==> config.mk <==
export PLATFORM = sky130hd
export DESIGN_NAME = gp_lpddr5_ca_cmd_encoder
export DESIGN_NICKNAME = d
export VERILOG_FILES = /design/src/rtl/gp_lpddr5_ca_cmd_encoder.sv
export SDC_FILE = /design/constraint.sdc
export NUM_CORES = 1
export LEC_CHECK = 0
export CORE_ASPECT_RATIO = 1.25
export CORE_MARGIN = 2
export CORE_UTILIZATION = 58
export CTS_CLUSTER_SIZE = 28
export DETAILED_ROUTE_END_ITERATION = 6
export PLACE_DENSITY = 0.92
export SYNTH_ARGS = -nofsm -noshare
export SYNTH_HDL_FRONTEND = slang
export SYNTH_SLANG_ARGS = --single-unit
export TNS_END_PERCENT = 30
==> constraint.sdc <==
create_clock -name ck_t -period 3.8 [get_ports ck_t]
set_input_delay 0.57 -clock ck_t [delete_from_list [all_inputs] [get_ports ck_t]]
set_output_delay 0.57 -clock ck_t [all_outputs]
set_load 0.05 [all_outputs]
==> src/rtl/gp_lpddr5_ca_cmd_encoder.sv <==
// LPDDR5 controller-side CS/CA command encoder: one command per valid/ready handshake,
// optional CAS prefix on data commands, ACT->REF spacing and refresh-interval tracking.
module gp_lpddr5_ca_cmd_encoder #(
  parameter int unsigned T_ACT_REF = 6,
  parameter int unsigned T_REFI    = 64,
  parameter int unsigned CNT_W     = 16
) (
  input  logic       ck_t,
  input  logic       ddr_reset_n,
  input  logic       req_valid_i,
  output logic       req_ready_o,
  input  logic [3:0] req_cmd_i,
  input  logic [7:0] req_arg_i,
  input  logic       req_cas_i,
  output logic       cs_o,
  output logic [6:0] ca_o,
  output logic       pd_o,
  output logic       ref_due_o,
  output logic       ref_overdue_o,
  output logic       err_o
);

  localparam int unsigned      GW       = $clog2(T_ACT_REF + 1);
  localparam logic [GW-1:0]    GuardMax = GW'(T_ACT_REF);
  localparam logic [CNT_W-1:0] RefDue   = CNT_W'(T_REFI);
  localparam logic [CNT_W-1:0] RefMax   = CNT_W'(2 * T_REFI);

  localparam logic [3:0] CmdNop   = 4'd0;
  localparam logic [3:0] CmdAct   = 4'd1;
  localparam logic [3:0] CmdPre   = 4'd2;
  localparam logic [3:0] CmdRef   = 4'd3;
  localparam logic [3:0] CmdWr16  = 4'd4;
  localparam logic [3:0] CmdWr32  = 4'd5;
  localparam logic [3:0] CmdMwr   = 4'd6;
  localparam logic [3:0] CmdRd16  = 4'd7;
  localparam logic [3:0] CmdRd32  = 4'd8;
  localparam logic [3:0] CmdMrw   = 4'd9;
  localparam logic [3:0] CmdMrr   = 4'd10;
  localparam logic [3:0] CmdWff   = 4'd11;
  localparam logic [3:0] CmdRff   = 4'd12;
  localparam logic [3:0] CmdCasFs = 4'd13;
  localparam logic [3:0] CmdPde   = 4'd14;
  localparam logic [3:0] CmdPdx   = 4'd15;

  // Patterns held in written order: bit 6 is CA0, bit 0 is CA6.
  localparam logic [6:0] PatNop   = 7'b0000000;
  localparam logic [6:0] PatPre   = 7'b0001111;
  localparam logic [6:0] PatRef   = 7'b0001110;
  localparam logic [6:0] PatMrr   = 7'b0001100;
  localparam logic [6:0] PatWff   = 7'b0000011;
  localparam logic [6:0] PatRff   = 7'b0000010;
  localparam logic [6:0] PatCasFs = 7'b0011001;
  localparam logic [6:0] PatMrw1  = 7'b0001101;
  localparam logic [6:0] PatCasWr = 7'b0011100;
  localparam logic [6:0] PatCasRd = 7'b0011010;
  localparam logic [6:0] PatPwr   = 7'b0000001;

  typedef enum logic [1:0] {StIdle, StBeat2, StPd, StPdxDrive} state_e;

  state_e           state_q, state_d;
  logic             cs_q, cs_d;
  logic [6:0]       pat_q, pat_d;
  logic [6:0]       beat2_q, beat2_d;
  logic             beat2_act_q, beat2_act_d;
  logic             pd_q, pd_d;
  logic             err_q, err_d;
  logic             due_q, overdue_q;
  logic [GW-1:0]    guard_q, guard_d;
  logic [CNT_W-1:0] refcnt_q, refcnt_d;
  logic             accept, ref_clr, act_clr, is_wr;
  logic [6:0]       data_pat;

  assign req_ready_o = ddr_reset_n && (state_q != StBeat2) && (state_q != StPdxDrive) &&
                       !((req_cmd_i == CmdRef) && (guard_q < GuardMax));
  assign accept      = req_valid_i && req_ready_o;

  always_comb begin
    data_pat = PatNop;
    is_wr    = 1'b0;
    case (req_cmd_i)
      CmdWr16: begin data_pat = {3'b011, req_arg_i[3:0]};  is_wr = 1'b1; end
      CmdWr32: begin data_pat = {4'b0010, req_arg_i[2:0]}; is_wr = 1'b1; end
      CmdMwr:  begin data_pat = {3'b010, req_arg_i[3:0]};  is_wr = 1'b1; end
      CmdRd16: data_pat = {3'b100, req_arg_i[3:0]};
      CmdRd32: data_pat = {3'b101, req_arg_i[3:0]};
      default: data_pat = PatNop;
    endcase
  end

  always_comb begin
    state_d     = state_q;
    cs_d        = 1'b0;
    pat_d       = PatNop;
    beat2_d     = beat2_q;
    beat2_act_d = beat2_act_q;
    pd_d        = 1'b0;
    err_d       = 1'b0;
    ref_clr     = 1'b0;
    act_clr     = 1'b0;
    unique case (state_q)
      StIdle: begin
        if (accept) begin
          cs_d = 1'b1;
          case (req_cmd_i)
            CmdNop:   pat_d = PatNop;
            CmdAct: begin
              pat_d       = {3'b111, req_arg_i[7:4]};
              beat2_d     = {3'b110, req_arg_i[3:0]};
              beat2_act_d = 1'b1;
              state_d     = StBeat2;
            end
            CmdPre:   pat_d = PatPre;
            CmdRef: begin
              pat_d   = PatRef;
              ref_clr = 1'b1;
            end
            CmdMrw: begin
              pat_d       = PatMrw1;
              beat2_d     = {6'b000100, req_arg_i[0]};
              beat2_act_d = 1'b0;
              state_d     = StBeat2;
            end
            CmdMrr:   pat_d = PatMrr;
            CmdWff:   pat_d = PatWff;
            CmdRff:   pat_d = PatRff;
            CmdCasFs: pat_d = PatCasFs;
            CmdPde: begin
              pat_d   = PatPwr;
              state_d = StPd;
            end
            CmdPdx: begin
              cs_d  = 1'b0;
              err_d = 1'b1;
            end
            default: begin
              if (req_cas_i) begin
                pat_d       = is_wr ? PatCasWr : PatCasRd;
                beat2_d     = data_pat;
                beat2_act_d = 1'b0;
                state_d     = StBeat2;
              end else begin
                pat_d = data_pat;
              end
            end
          endcase
        end
      end
      StBeat2: begin
        cs_d    = 1'b1;
        pat_d   = beat2_q;
        act_clr = beat2_act_q;
        state_d = StIdle;
      end
      StPd: begin
        pd_d = 1'b1;
        if (accept) begin
          if (req_cmd_i == CmdPdx) begin
            pat_d   = PatPwr;
            state_d = StPdxDrive;
          end else begin
            err_d = 1'b1;
          end
        end
      end
      StPdxDrive: state_d = StIdle;
    endcase
  end

  always_comb begin
    guard_d  = act_clr ? '0 : ((guard_q < GuardMax) ? guard_q + 1'b1 : guard_q);
    refcnt_d = ref_clr ? '0 : ((refcnt_q < RefMax) ? refcnt_q + 1'b1 : refcnt_q);
  end

  always_ff @(posedge ck_t or negedge ddr_reset_n) begin
    if (!ddr_reset_n) begin
      state_q     <= StIdle;
      cs_q        <= 1'b0;
      pat_q       <= '0;
      beat2_q     <= '0;
      beat2_act_q <= 1'b0;
      pd_q        <= 1'b0;
      err_q       <= 1'b0;
      due_q       <= 1'b0;
      overdue_q   <= 1'b0;
      guard_q     <= GuardMax;
      refcnt_q    <= '0;
    end else begin
      state_q     <= state_d;
      cs_q        <= cs_d;
      pat_q       <= pat_d;
      beat2_q     <= beat2_d;
      beat2_act_q <= beat2_act_d;
      pd_q        <= pd_d;
      err_q       <= err_d;
      due_q       <= (refcnt_q >= RefDue);
      overdue_q   <= (refcnt_q >= RefMax);
      guard_q     <= guard_d;
      refcnt_q    <= refcnt_d;
    end
  end

  always_comb begin
    for (int i = 0; i < 7; i++) begin
      ca_o[i] = pat_q[6-i];
    end
  end

  assign cs_o          = cs_q;
  assign pd_o          = pd_q;
  assign err_o         = err_q;
  assign ref_due_o     = due_q;
  assign ref_overdue_o = overdue_q;

endmodule

* Word level (Yosys, flattened, before mapping)
Cells that the tools add are included.
** Cells by class
- Equal/unequal tests :: 25
- Reductions and logical operators :: 19
- Muxes and demuxes :: 34
- Add/sub/neg operators :: 2
- Bitwise gates (word level) :: 1
- Magnitude comparators :: 4
** Operator list (count)
- one-hot mux 7 bit (10 select lines) :: 1
- one-hot mux 7 bit (3 select lines) :: 2
- one-hot mux 7 bit (5 select lines) :: 1
- equality test 4 bit (second input constant) :: 8
- 2-to-1 mux 16 bit :: 2
- 2-to-1 mux 7 bit :: 3
- adder 16 x 1 -> 16 bit (second input constant) :: 1
- equality test 4 x 3 -> 1 bit (second input constant) :: 4
- greater-or-equal comparator 16 x 7 -> 1 bit (second input constant) :: 1
- greater-or-equal comparator 16 x 8 -> 1 bit (second input constant) :: 1
- < comparator 16 x 8 -> 1 bit (second input constant) :: 1
- 2-to-1 mux 1 bit :: 13
- one-hot mux 2 bit (3 select lines) :: 2
- != test 2 bit (second input constant) :: 5
- 2-to-1 mux 3 bit :: 3
- OR reduction 9 bit :: 1
- equality test 4 x 2 -> 1 bit (second input constant) :: 2
- 2-to-1 mux 2 bit :: 4
- OR reduction 8 bit :: 1
- OR reduction 2 bit :: 3
- logical AND 1 bit :: 5
- AND reduction 5 bit :: 1
- equality test 2 bit (second input constant) :: 2
- equality test 4 x 1 -> 1 bit (second input constant) :: 1
- 15 further kinds :: 17
** Word-level totals
- Output and inout port bits :: 13
- Logic and storage cells :: 96
- Input bits :: 16
- Register bits after elaboration :: 41

* Longest topological paths before layout
- Word-level depth :: 8
- Mapped depth :: 8
- Mapped depth without buffers :: 5

* Worst setup path after synthesis
OpenSTA, ideal clock, no wires.
- Path kind :: input to output
- Start :: input port req_cmd_i[1]
- End :: output port req_ready_o
- Data required time :: 3.230 ns
- Slack :: 1.017 ns
- Arrival :: 2.213 ns
- Stages :: 4
- Buffers on the path :: 1
- Cells stage by stage :: buf_2 and4bb_1 and2_4 nor3b_1
** On the way
- Word-level cells in the longest chain between the ends :: 4
** RTL lines
- start, declared :: line 12 : input logic [3:0] req_cmd_i,
- equality test 4 x 2 -> 1 bit :: line 74 : !((req_cmd_i == CmdRef) && (guard_q < GuardMax));
- logical AND 1 bit :: line 74
- zero test 1 bit :: line 74
- logical AND 1 bit :: line 73 : assign req_ready_o = ddr_reset_n && (state_q != StBeat2) && (state_q != StPdxDrive) &&
- end, declared :: line 11 : output logic req_ready_o,
Every way passes these cells.

* Final worst setup path
- Start :: input port req_cmd_i[3]
- End :: output port req_ready_o
The elaborated chain is that of the path after synthesis.

==> flow_summary.json <==
{
  "yosys_register_bits": 41,
  "drt_iter0_markers": 80,
  "start_util": 0.6034,
  "crit_chain": "clkdlybuf4s50_1 -> and4bb_1 -> and2_4 -> nor3b_1 -> clkdlybuf4s50_1",
  "syn_inst": 216,
  "report.power.total_mw": 1.333,
  "n_fill_cell": 264,
  "timing_hold_violations_final": 0,
  "final_period_minus_worst_setup_slack_ns": 3.119,
  "timing.critical_path.buf_inv": 2,
  "top_cells_by_count_synth": "dfrtp_1 (39), nor2_1 (22), nand2_1 (19), a21oi_1 (18)",
  "clk_pin_slew_worst_paths_ns": 0.07,
  "required_ns": 3.23,
  "worst-slew-pin-transition_ns": 0.5563,
  "grt_overflow_total": 0,
  "worst-path-stages": 5,
  "maximum_number_of_pins_on_one_net_before_global_route_repair": 43,
  "pwr-share-comb": 0.323,
  "area_growth_pct": 17.44,
  "via_count_of_the_first_global_routing_pass": 1554,
  "antenna_found_initial": 0,
  "viasPerCell": 5.918,
  "postSynthNetCount": 235,
  "sum_neg_setup_slack_ns": 0,
  "async_flop_share": 1.000,
  "place.gp.congestion": 0.8927,
  "max_stage_delay_ns": 0.85,
  "unrepaired_setup_endpoints_after_global_routing": "no",
  "finalSetupViolCount": 0,
  "clkPwrFrac": 0.197,
  "dieHeight_um": 71.31,
  "internal_power_mw": 0.8577,
  "grtUsageMet2": 0.3624,
  "antenna_violating_nets_post_route": 0,
  "final-max-slew-violation-count": 0,
  "status": "finished, final reports clean",
  "worst-r2r-setup-slack_ns": 1.90,
  "firstDrtPassIters": 4,
  "synth.yosys.warnings": 0,
  "place_ws_ns": 0.7298,
  "regToRegEndpoint": "refcnt_q[3]",
  "grt_first_pass_wirelength_mm": 6.975,
  "timing.critical_path.max_delay_family": "buffers and inverters",
  "yosys.area.top_type_share": 0.4643,
  "biggest_fanout_along_the_worst_timing_path": 4,
  "synth_edf_count": 0,
  "critical_path.startpoint_type": "primary input",
  "p_seq_frac": 0.479,
  "final_cell_count_no_fill": 282,
  "dr_total_vias": 1669,
  "share_of_final_layout_standard_cells_stronger_than_drive_strength_1": 0.08642,
  "finish.utilization": 0.7087,
  "cts-htree-levels": 2,
  "post-dp-hpwl_mm": 2.971,
  "crit_top_cell": "clkdlybuf4s50_1",
  "synth.yosys.seq_area_share": 0.4893,
  "slew_headroom": 0.6291,
  "cells_taking_the_most_area_after_synthesis": "dfrtp_1 (46%), a21oi_1 (4.3%), nor2_1 (3.9%)",
  "port_buffers": 28,
  "synth_area_um2": 2102,
  "worst_path_max_delay_cell": "clkdlybuf4s50_1",
  "ys.flop_type": "dfrtp_1",
  "fmax_ghz": 0.3206,
  "skew_ns": 0.001226,
  "numClockSinks": 41,
  "core_footprint_um2": 3483,
  "worstSkewPairLatency_ns": 0.29,
  "layout.nets": 261,
  "maximum_buffer_depth_of_the_clock_tree": 2,
  "io_pins": 29,
  "post_cts_resized": 0,
  "critical_path.endpoint_type": "primary output",
  "cts_root_buffer": "clkbuf_8",
  "grt_util_met1": 0.2876,
  "postSynthAreaPerCell_um2": 9.732,
  "synthDominantAreaCellType": "dfrtp_1",
  "num_antenna_cells": 0,
  "worst_vdd_ir_mv": 0.3974,
  "power-per-cell-area_nw_per_um2": 540.1,
  "rr_startpoint": "guard_q[2]",
  "die-area_um2": 4125,
  "placed_cells_incl_taps": 274,
  "synth_cell_type_count": 47,
  "yosysMostFrequentCell": "dfrtp_1",
  "holdBufCountCts": 0,
  "route.detailed.wl_per_inst_um": 14.56,
  "die_x_um": 57.85,
  "grtUsageTotal": 0.2229,
  "cts_tree": "built",
  "post-cts-setup-buffer-count": 0,
  "power.switching_fraction": 0.3567,
  "cts_bufs_inserted": 5,
  "std_cell_rows": 24,
  "drt-total-wl_mm": 4.107,
  "route.detailed.drc": 0,
  "crit_type": "primary input to primary output",
  "crit_arrival_ns": 2.55,
  "fin_ws_ns": 0.6813,
  "power_switching_mw": 0.4756,
  "top_usage_layer": "met2",
  "static-leakage-power_nw": 1.113,
  "reg2reg_depth": 6,
  "layout_worst_path_cycle_share": 0.8207,
  "min_path_type": "primary input to asynchronous set/reset pin",
  "groute.layer.met3.usage": 0.04693,
  "max_cap_violations": 0
}
==> cells in the final DEF (no fill, tap or decap), types with 2 or more instances in the layout <==
master           instances
dfrtp_1                 39
clkdlybuf4s50_1         27
nor2_1                  22
nand2_1                 19
a21oi_1                 18
nor2b_1                 12
o21ai_0                 12
inv_1                    6
buf_4                    6
nand4_1                  5
nand2b_1                 5
xor2_1                   5
clkbuf_8                 5
and3_1                   4
nand3b_1                 3
nor3_1                   3
xnor2_1                  3
o21ai_1                  3
ha_1                     3
clkbuf_1                 3
a21o_1                   2
a22oi_1                  2
nor3b_1                  2
o22ai_1                  2
a32o_1                   2
a21boi_0                 2
mux2i_1                  2
a211oi_1                 2
a32oi_1                  2
or4_1                    2
mux2_4                   2
dfstp_2                  2
==> registers in the layout (all words and copies together), names as in the netlist <==
name / count
refcnt_q: 16
beat2_q: 7
pat_q: 7
guard_q: 3
state_q: 2
beat2_act_q: 1
cs_o: 1
err_o: 1
pd_o: 1
ref_due_o: 1
ref_overdue_o: 1
==> metal layers <==
metal / vias up / wire (µm)
li1: 809 / -
met1: 796 / 1756
met2: 58 / 2082
met3: 6 / 194
met4: 0 / 74
met5: - / 0
==> layout make-up <==
cell class / count / area (µm²) / share of cell area
sequential: 41 / 1028 / 0.4166
multi-input combinational: 153 / 964.7 / 0.3908
timing repair buffer: 34 / 320.3 / 0.1298
clock buffer: 8 / 80.08 / 0.03244
tap: 39 / 48.80 / 0.01977
inverter: 7 / 26.28 / 0.01064
==> cells by family (layout without fill, tap and decap cells) <==
group | count (synthesis) | count (layout) | share of synthesized area
AND/OR/NAND/NOR | 82 | 82 | 0.2107
AO/OA/AOI/OAI | 55 | 55 | 0.1685
flip-flops | 41 | 41 | 0.4893
buffers and inverters | 22 | 49 | 0.05178
XOR/XNOR | 8 | 8 | 0.03333
adder cells (fa/ha/maj) | 4 | 4 | 0.02262
multiplexers | 4 | 4 | 0.02381
==> power groups by stage <==
stage	sequential (mW)	clock [mW]	combinational (mW)
5_1_grt	0.650	0.291	0.474
3_5_place_dp	0.643	0	0.432
3_3_place_gp	0.636	0	0.413
6_report	0.639	0.263	0.431
2_1_floorplan	0.688	0	0.249
4_1_cts	0.636	0.268	0.433
==> how the worst max path moves through the flow <==
| stage | to | start |
|---|---|---|
| detailed placement | req_ready_o | req_cmd_i[3] |
| floorplan | req_ready_o | req_cmd_i[1] |
| finish | req_ready_o | req_cmd_i[3] |
| global route | req_ready_o | req_cmd_i[3] |
| CTS | req_ready_o | req_cmd_i[3] |
| global placement | req_ready_o | req_cmd_i[3] |
==> through the flow <==
| stage | hold WS [ns] | area (µm²) |
|---|---|---|
| 5_1_grt | 0.4055 | 2469 |
| 6_report | 0.3652 | 2469 |
| 3_5_place_dp | 0.4595 | 2389 |
| 3_3_place_gp | 0.4519 | 2389 |
| 2_1_floorplan | 0.2744 | 2102 |
| 4_1_cts | 0.3834 | 2469 |
Note: power is estimated with default switching activity, not from simulation.
